===== src/rtl/engine_csr_index_config_assembler_if.sv =====
// Handshake bundle between the CU setup response stream, the config assembler and the CSR index generator.
interface engine_csr_index_config_assembler_if #(
    parameter int ADDR_W = 32,
    parameter int DATA_W = 32,
    parameter int META_W = 32
);
    logic                    start_in;
    logic                    resp_in_valid;
    logic [DATA_W-1:0]       resp_in_data;
    logic [META_W-1:0]       resp_in_meta;
    logic                    resp_in_ready;
    logic                    config_out_valid;
    logic                    config_out_ready;
    logic [4+6*ADDR_W-1:0]   config_out_param;
    logic [META_W-1:0]       config_out_meta;
    logic                    config_error;
    logic                    done_out;

    modport master (
        output start_in, resp_in_valid, resp_in_data, resp_in_meta, config_out_ready,
        input  resp_in_ready, config_out_valid, config_out_param, config_out_meta,
               config_error, done_out
    );

    modport slave (
        input  start_in, resp_in_valid, resp_in_data, resp_in_meta, config_out_ready,
        output resp_in_ready, config_out_valid, config_out_param, config_out_meta,
               config_error, done_out
    );
endinterface


===== src/rtl/engine_csr_index_config_assembler.sv =====
// Deserialises seven 32-bit setup response words into one CSR index configuration; valid rises after
// a one-cycle check state following word 6, and the config is held until config_out_ready.
module engine_csr_index_config_assembler #(
    parameter int ADDR_W = 32,
    parameter int DATA_W = 32,
    parameter int META_W = 32
) (
    input  logic                                  ap_clk,
    input  logic                                  areset,
    engine_csr_index_config_assembler_if.slave    bus
);

    typedef enum logic [2:0] {
        CFG_RESET   = 3'd0,
        CFG_IDLE    = 3'd1,
        CFG_COLLECT = 3'd2,
        CFG_CHECK   = 3'd3,
        CFG_HOLD    = 3'd4,
        CFG_DONE    = 3'd5
    } cfg_state_t;

    cfg_state_t          state;
    cfg_state_t          state_next;
    logic [2:0]          word_cnt;

    logic                increment;
    logic                decrement;
    logic                mode_sequence;
    logic                mode_buffer;
    logic [ADDR_W-1:0]   array_pointer;
    logic [ADDR_W-1:0]   array_size;
    logic [ADDR_W-1:0]   index_start;
    logic [ADDR_W-1:0]   index_end;
    logic [ADDR_W-1:0]   stride;
    logic [ADDR_W-1:0]   granularity;
    logic [META_W-1:0]   meta;

    logic                resp_ready;
    logic                out_valid;
    logic                cfg_err;
    logic                done;
    logic                accept;
    logic                cfg_bad;

    // Flag bits above bit 3 and data bits above ADDR_W carry nothing for this block.
    logic                unused_data;
    assign unused_data = ^bus.resp_in_data;

    assign cfg_bad = (increment && decrement) || (granularity == '0) || (stride == '0);
    assign accept  = resp_ready && bus.resp_in_valid;

    always_ff @(posedge ap_clk) begin
        if (areset) begin
            state <= CFG_RESET;
        end else begin
            state <= state_next;
        end
    end

    always_comb begin
        state_next = state;
        resp_ready = 1'b0;
        out_valid  = 1'b0;
        cfg_err    = 1'b0;
        done       = 1'b0;
        case (state)
            CFG_RESET:   state_next = CFG_IDLE;
            CFG_IDLE: begin
                if (bus.start_in) begin
                    state_next = CFG_COLLECT;
                end
            end
            CFG_COLLECT: begin
                resp_ready = 1'b1;
                if (bus.resp_in_valid && (word_cnt == 3'd6)) begin
                    state_next = CFG_CHECK;
                end
            end
            CFG_CHECK: begin
                cfg_err    = cfg_bad;
                state_next = cfg_bad ? CFG_DONE : CFG_HOLD;
            end
            CFG_HOLD: begin
                out_valid = 1'b1;
                if (bus.config_out_ready) begin
                    state_next = CFG_DONE;
                end
            end
            CFG_DONE: begin
                done       = 1'b1;
                state_next = CFG_IDLE;
            end
            default:     state_next = CFG_RESET;
        endcase
    end

    // Fields are overwritten word by word, so the previous config stays visible until a new collect.
    always_ff @(posedge ap_clk) begin
        if (areset) begin
            word_cnt      <= 3'd0;
            increment     <= 1'b0;
            decrement     <= 1'b0;
            mode_sequence <= 1'b0;
            mode_buffer   <= 1'b0;
            array_pointer <= '0;
            array_size    <= '0;
            index_start   <= '0;
            index_end     <= '0;
            stride        <= '0;
            granularity   <= '0;
            meta          <= '0;
        end else begin
            if ((state == CFG_IDLE) && bus.start_in) begin
                word_cnt <= 3'd0;
            end else if (accept) begin
                word_cnt <= word_cnt + 3'd1;
            end
            if (accept) begin
                case (word_cnt)
                    3'd0: begin
                        increment     <= bus.resp_in_data[0];
                        decrement     <= bus.resp_in_data[1];
                        mode_sequence <= bus.resp_in_data[2];
                        mode_buffer   <= bus.resp_in_data[3];
                        meta          <= bus.resp_in_meta;
                    end
                    3'd1:    array_pointer <= bus.resp_in_data[ADDR_W-1:0];
                    3'd2:    array_size    <= bus.resp_in_data[ADDR_W-1:0];
                    3'd3:    index_start   <= bus.resp_in_data[ADDR_W-1:0];
                    3'd4:    index_end     <= bus.resp_in_data[ADDR_W-1:0];
                    3'd5:    stride        <= bus.resp_in_data[ADDR_W-1:0];
                    3'd6:    granularity   <= bus.resp_in_data[ADDR_W-1:0];
                    default: ;
                endcase
            end
        end
    end

    assign bus.resp_in_ready    = resp_ready;
    assign bus.config_out_valid = out_valid;
    assign bus.config_error     = cfg_err;
    assign bus.done_out         = done;
    assign bus.config_out_meta  = meta;
    assign bus.config_out_param = {increment, decrement, mode_sequence, mode_buffer,
                                   array_pointer, array_size, index_start, index_end,
                                   stride, granularity};

endmodule


===== src/flat_wrapper.sv =====
// flat-port wrapper written by rule: the top's interface ports become plain ports
module engine_csr_index_config_assembler_flat 
#(
    parameter int ADDR_W = 32,
    parameter int DATA_W = 32,
    parameter int META_W = 32
)
  (ap_clk, areset, bus_start_in, bus_resp_in_valid, bus_resp_in_data, bus_resp_in_meta, bus_config_out_ready, bus_resp_in_ready, bus_config_out_valid, bus_config_out_param, bus_config_out_meta, bus_config_error, bus_done_out);
  engine_csr_index_config_assembler_if #(.ADDR_W(ADDR_W), .DATA_W(DATA_W), .META_W(META_W)) bus_i ();
  input  logic ap_clk;
  input  logic areset;
  input wire logic [$bits(bus_i.start_in)-1:0] bus_start_in;
  input wire logic [$bits(bus_i.resp_in_valid)-1:0] bus_resp_in_valid;
  input wire logic [$bits(bus_i.resp_in_data)-1:0] bus_resp_in_data;
  input wire logic [$bits(bus_i.resp_in_meta)-1:0] bus_resp_in_meta;
  input wire logic [$bits(bus_i.config_out_ready)-1:0] bus_config_out_ready;
  output wire logic [$bits(bus_i.resp_in_ready)-1:0] bus_resp_in_ready;
  output wire logic [$bits(bus_i.config_out_valid)-1:0] bus_config_out_valid;
  output wire logic [$bits(bus_i.config_out_param)-1:0] bus_config_out_param;
  output wire logic [$bits(bus_i.config_out_meta)-1:0] bus_config_out_meta;
  output wire logic [$bits(bus_i.config_error)-1:0] bus_config_error;
  output wire logic [$bits(bus_i.done_out)-1:0] bus_done_out;
  assign bus_i.start_in = bus_start_in;
  assign bus_i.resp_in_valid = bus_resp_in_valid;
  assign bus_i.resp_in_data = bus_resp_in_data;
  assign bus_i.resp_in_meta = bus_resp_in_meta;
  assign bus_i.config_out_ready = bus_config_out_ready;
  assign bus_resp_in_ready = bus_i.resp_in_ready;
  assign bus_config_out_valid = bus_i.config_out_valid;
  assign bus_config_out_param = bus_i.config_out_param;
  assign bus_config_out_meta = bus_i.config_out_meta;
  assign bus_config_error = bus_i.config_error;
  assign bus_done_out = bus_i.done_out;
  engine_csr_index_config_assembler #(.ADDR_W(ADDR_W), .DATA_W(DATA_W), .META_W(META_W)) u_core (.ap_clk(ap_clk), .areset(areset), .bus(bus_i));
endmodule

===== config.mk =====
export PLATFORM = sky130hd
export DESIGN_NAME = engine_csr_index_config_assembler_flat
export DESIGN_NICKNAME = d
export VERILOG_FILES = /design/src/rtl/engine_csr_index_config_assembler_if.sv /design/src/rtl/engine_csr_index_config_assembler.sv /design/src/flat_wrapper.sv
export SDC_FILE = /design/constraint.sdc
export NUM_CORES = 1
export LEC_CHECK = 0
export ABC_AREA = 0
export BUFFER_PORTS_ARGS = -buffer_cell sky130_fd_sc_hd__buf_2
export CORE_UTILIZATION = 40
export DETAILED_ROUTE_END_ITERATION = 8
export PLACE_DENSITY = 0.78
export REMOVE_ABC_BUFFERS = 1
export SYNTH_ARGS = -nofsm -noshare
export SYNTH_HDL_FRONTEND = slang
export SYNTH_SLANG_ARGS = --single-unit

===== constraint.sdc =====
create_clock -name ap_clk -period 2.45 [get_ports ap_clk]
set_input_delay 0.3675 -clock ap_clk [delete_from_list [all_inputs] [get_ports ap_clk]]
set_output_delay 0.3675 -clock ap_clk [all_outputs]
set_load 0.02 [all_outputs]

---- Word level (Yosys, flattened, before mapping) ----
Cells that the tools add are included.
word-level totals
  output and inout port bits .............. 232
  bits in registers ....................... 234
  input bits .............................. 69
  word-level logic and storage cells ...... 57
operators by class
  reductions and logical operators ........ 20
  add/sub/neg operators ................... 1
  multiplexer cells ....................... 9
  equality and inequality tests ........... 14
operators with widths
  operator                                                                  count
  32-bit zero test                                                          2
  3-bit == test (second input constant)                                     5
  3-bit case mux with 5 select lines                                        1
  2-bit AND reduction                                                       7
  3-bit by 2-bit == test with 1-bit output (second input constant)          4
  3-bit 2-to-1 mux                                                          3
  3-bit by 1-bit == test with 1-bit output (second input constant)          2
  3-bit zero test                                                           2
  1-bit 2-to-1 mux                                                          5
  1-bit logical AND                                                         4
  2-bit inequality test (second input constant)                             2
  2-bit OR reduction                                                        2
  3-bit by 1-bit adder with 3-bit output (second input constant)            1
  3-bit AND reduction                                                       1
  1-bit logical OR                                                          2
  2-bit by 1-bit inequality test with 1-bit output (second input constant)  1

---- Logic depth before layout (Yosys ltp) ----
  depth in word-level cells ............... 5
  depth in mapped cells ................... 7
  gate-level depth less buffers ........... 6

---- Worst setup path before layout ----
No wires, ideal clock.
  path type ............................... reg-to-output
  start point ............................. register u_core.granularity[24]
  end point ............................... output bus_config_error
  arrival ................................. 1.569 ns
  stages on the path, launching flop included .. 5
  path slack .............................. 0.514 ns
  buffers on the path ..................... 0
  data required time ...................... 2.082 ns
  path through ............................ dfxtp_1 -> nor4_1 -> nand4_1 -> o2bb2a_1 -> a21boi_0
on the way
  word-level cells in the longest chain between the ends .. 4
ends and longest elaborated chain
  item                            line                                      text
  from (decl)                     engine_csr_index_config_assembler.sv:35   logic [ADDR_W-1:0] granularity;
  from (signal assigned)          engine_csr_index_config_assembler.sv:132  3'd6: granularity <= bus.resp_in_data[ADDR_W-1:0];
  32-bit zero test                engine_csr_index_config_assembler.sv:49   assign cfg_bad = (increment && decrement) || (granularity == '0) || (stride == '0);
  1-bit logical OR (2 in series)  engine_csr_index_config_assembler.sv:49
  1-bit 2-to-1 mux                engine_csr_index_config_assembler.sv:66   case (state)
  to (decl)                       flat_wrapper.sv:21                        output wire logic [$bits(bus_i.config_error)-1:0] bus_config_error;
Every way passes these cells.

---- Final worst setup path ----
  start point ............................. register u_core.granularity[16]
  end point ............................... output bus_config_error
Same word-level chain as after synthesis.

==> results.sh <==
export IMPL_grt_max_degree=71
export IMPL_path_class="reg2out"
export IMPL_synth_largest_area_cell="dfxtp_1"
export IMPL_design_die_area_um2=21900
export IMPL_synth_warnings=0
export IMPL_netlist_area_um2=8540
export IMPL_die_width_um=148
export IMPL_syn_avg_cell_area_um2=7.98
export IMPL_hold_class="in2reg"
export IMPL_p_leak_nw=4.69
export IMPL_nets=1418
export IMPL_status="completed"
export IMPL_numCtsBuffers=25
export IMPL_via_count=8225
export IMPL_cts_sinks=234
export IMPL_layout_area_seq_um2=4690
export IMPL_drtIter0Drc=411
export IMPL_reg2reg_depth=5
export IMPL_multi_input_area_um2=3460
export IMPL_io_pins=301
export IMPL_syn_to_final_growth_pct=30.5
export IMPL_maxCapViolations=0
export IMPL_dp_cells=1592
export IMPL_synth_common_cells="nand2_1, dfxtp_1, a21oi_1"
export IMPL_synthCells=1070
export IMPL_core_area_um2=21000
export IMPL_async_flop_share=0
export IMPL_cp_slowest_cell="dfxtp_2"
export IMPL_drc_errors=0
export IMPL_dr_pass1_iters=5
export IMPL_postCtsHoldBufs=0
export IMPL_ff2ff_setup_slack_ns=0.45
export IMPL_holdPathStages=3
export IMPL_seq_area_frac_synth=0.549
export IMPL_cp_required_ns=2.08
export IMPL_finalHoldViolCount=0
export IMPL_clk_pin_slew_ns=0.06
export IMPL_clockBufferDepth=3
export IMPL_crit_path_end_kind="output port"
export IMPL_wl_mm=27.1
export IMPL_post_route_period_util=0.975
export IMPL_diodes=0
export IMPL_setup_violations=0
export IMPL_period_minus_slack_ns=2.39
export IMPL_path_cells="nor4_4 -> nand4_1 -> o2bb2a_4 -> a21boi_4 -> buf_6"
export IMPL_cts_setup_buffers=0
export IMPL_gp_congestion=0.863
export IMPL_grtUsageTotal=0.237
export IMPL_grt_pass1_vias=7520
export IMPL_critPathMaxFanout=3
export IMPL_setup_tns_ns=0
export IMPL_skew_ns=0.0237
export IMPL_fin_ws_ns=0.0620
export IMPL_fmax_mhz=419
export IMPL_synth_area_leaders="dfxtp_1, nand2_1, a21oi_1"
export IMPL_start_kind="register"
export IMPL_cts_tree="built"
export IMPL_dieHeight_um=148
export IMPL_max_slew_margin_rel=0.598
export IMPL_htreeDepth=1
export IMPL_wl_per_cell_um=16.6
export IMPL_irDropWorstVdd_mv=0.482
export IMPL_synth_top_cell_area_share=0.549
export IMPL_vias_per_cell=5.03
export IMPL_clock_root_buffer="clkbuf_16"
export IMPL_ys_types=33
export IMPL_io_buffers=300
export IMPL_dp_hpwl_mm=19.0
export IMPL_fillers=1989
export IMPL_drive_gt1_frac=0.287
export IMPL_p_per_area_nw_per_um2=705
export IMPL_ys_ff_latch=234
export IMPL_power_mw=7.86
export IMPL_rsz0062_at_grt="no"
export IMPL_slowest_delay_ns=0.34
export IMPL_postRouteAntennaNets=0
export IMPL_holdWs_ns=0.0888
export IMPL_instances_no_fill=1636
export IMPL_yosysMostFrequentCell="nand2_1"
export IMPL_grt_pass1_wl_mm=40.8
export IMPL_gr_total_overflow=0
export IMPL_start_util=0.408
export IMPL_clkLatencyLatePin_ns=0.53
export IMPL_synth_edf_count=0
export IMPL_worst_slew_pin_transition_ns=0.603
export IMPL_synthFlopType="dfxtp_1"
export IMPL_antenna_found_initial=0
export IMPL_slew_viol_final=0
export IMPL_worstPathArrival_ns=2.02
export IMPL_dp_slack_ns=0.169
export IMPL_rows=53
==> power breakdown <==
part / switching, mW / internal (mW) / total [mW] / leakage (nW)
clock: 1.54 / 2.18 / 3.72 / 0.404
combinational: 0.202 / 0.0957 / 0.297 / 2.40
sequential: 0.0179 / 3.82 / 3.84 / 1.89
==> cell families after synthesis <==
logic type / share of synthesized area
DFF: 0.549
adders and majority gates: 0.00733
AOI/OAI and AO/OA: 0.143
and+or+nand+nor: 0.240
xor gates and xnor gates: 0.00103
buffers and inverters: 0.0604
==> stage by stage <==
stage,instance area [um^2],utilization
floorplan,8040,-
finish,11100,0.532
detailed placement,10200,0.488
CTS,11100,0.531
global route,11100,0.532
global placement,10200,0.488
==> worst paths after layout <==
path | start | end
worst min register to register | u_core.bus.config_out_meta[1]$_SDFFE_PP0P_ | u_core.bus.config_out_meta[1]$_SDFFE_PP0P_
worst min-delay path | bus_resp_in_meta[24] | u_core.bus.config_out_meta[24]$_SDFFE_PP0P_
worst max register to register | u_core.state[0]$_SDFFE_PP0P_ | u_core.stride[27]$_SDFFE_PP0P_
worst max-delay path | u_core.granularity[16]$_SDFFE_PP0P_ | bus_config_error
==> placed cells by master, fill, tap and decap left out, types with 2 or more instances in the layout <==
master       n
clkbuf_16   25
clkinv_2     6
nand3_2      4
a21oi_1    230
and3_1       3
nor2_1       6
inv_1        4
clkbuf_8     3
buf_2      298
bufinv_16    2
dfxtp_1    233
and3_2       3
nor3b_1      2
buf_6        2
clkinv_4     2
nand3_1      2
nand2_1    458
clkbuf_1     3
buf_4       18
nor4_4       5
ha_1         5
nor4_2       3
buf_12       9
nand4_1      5
nor4_1       9
==> repair_timing <==
item	4_1_cts	5_1_grt
endpoints found under the setup margin	1	1
pin swaps	2	4
endpoints found under the hold margin	0	0
resized for setup	16	4
==> sequential cells by signal, indices dropped and copies added, names as in the netlist <==
name and cells:
u_core.stride 32, u_core.index_end 32, u_core.array_size 32, u_core.increment 1
u_core.array_pointer 32, u_core.word_cnt 3, u_core.mode_sequence 1, u_core.granularity 32
u_core.index_start 32, u_core.bus.config_out_meta 32, u_core.decrement 1, u_core.mode_buffer 1
u_core.state 3
==> worst max-delay path: cells and delay by family, from the launching register on <==
kind	cells	cell delay [ns]
AOI/OAI and AO/OA	2	0.43
buffers and inverters	1	0.14
DFF	1	0.34
and+or+nand+nor	2	0.59
==> area by class of cell <==
class,instances,share of cell area
clock buffers,31,0.0608
clock inverters,13,0.0121
inverters,4,0.00135
multi-input cells,752,0.310
flip-flops and latches,234,0.420
well taps,275,0.0309
repair buffers,327,0.164
==> metal layers <==
layer / share of wire / vias up / routed length [um] / global-route usage
met2: 0.47 / 347 / 12800 / 0.408
met1: 0.41 / 3788 / 11100 / 0.285
met3: 0.080 / 63 / 2170 / 0.0543
met5: 0 / - / 0 / 0
li1: - / 4027 / - / -
met4: 0.041 / 0 / 1120 / 0.0948
Note: power is estimated with default switching activity, not from simulation.
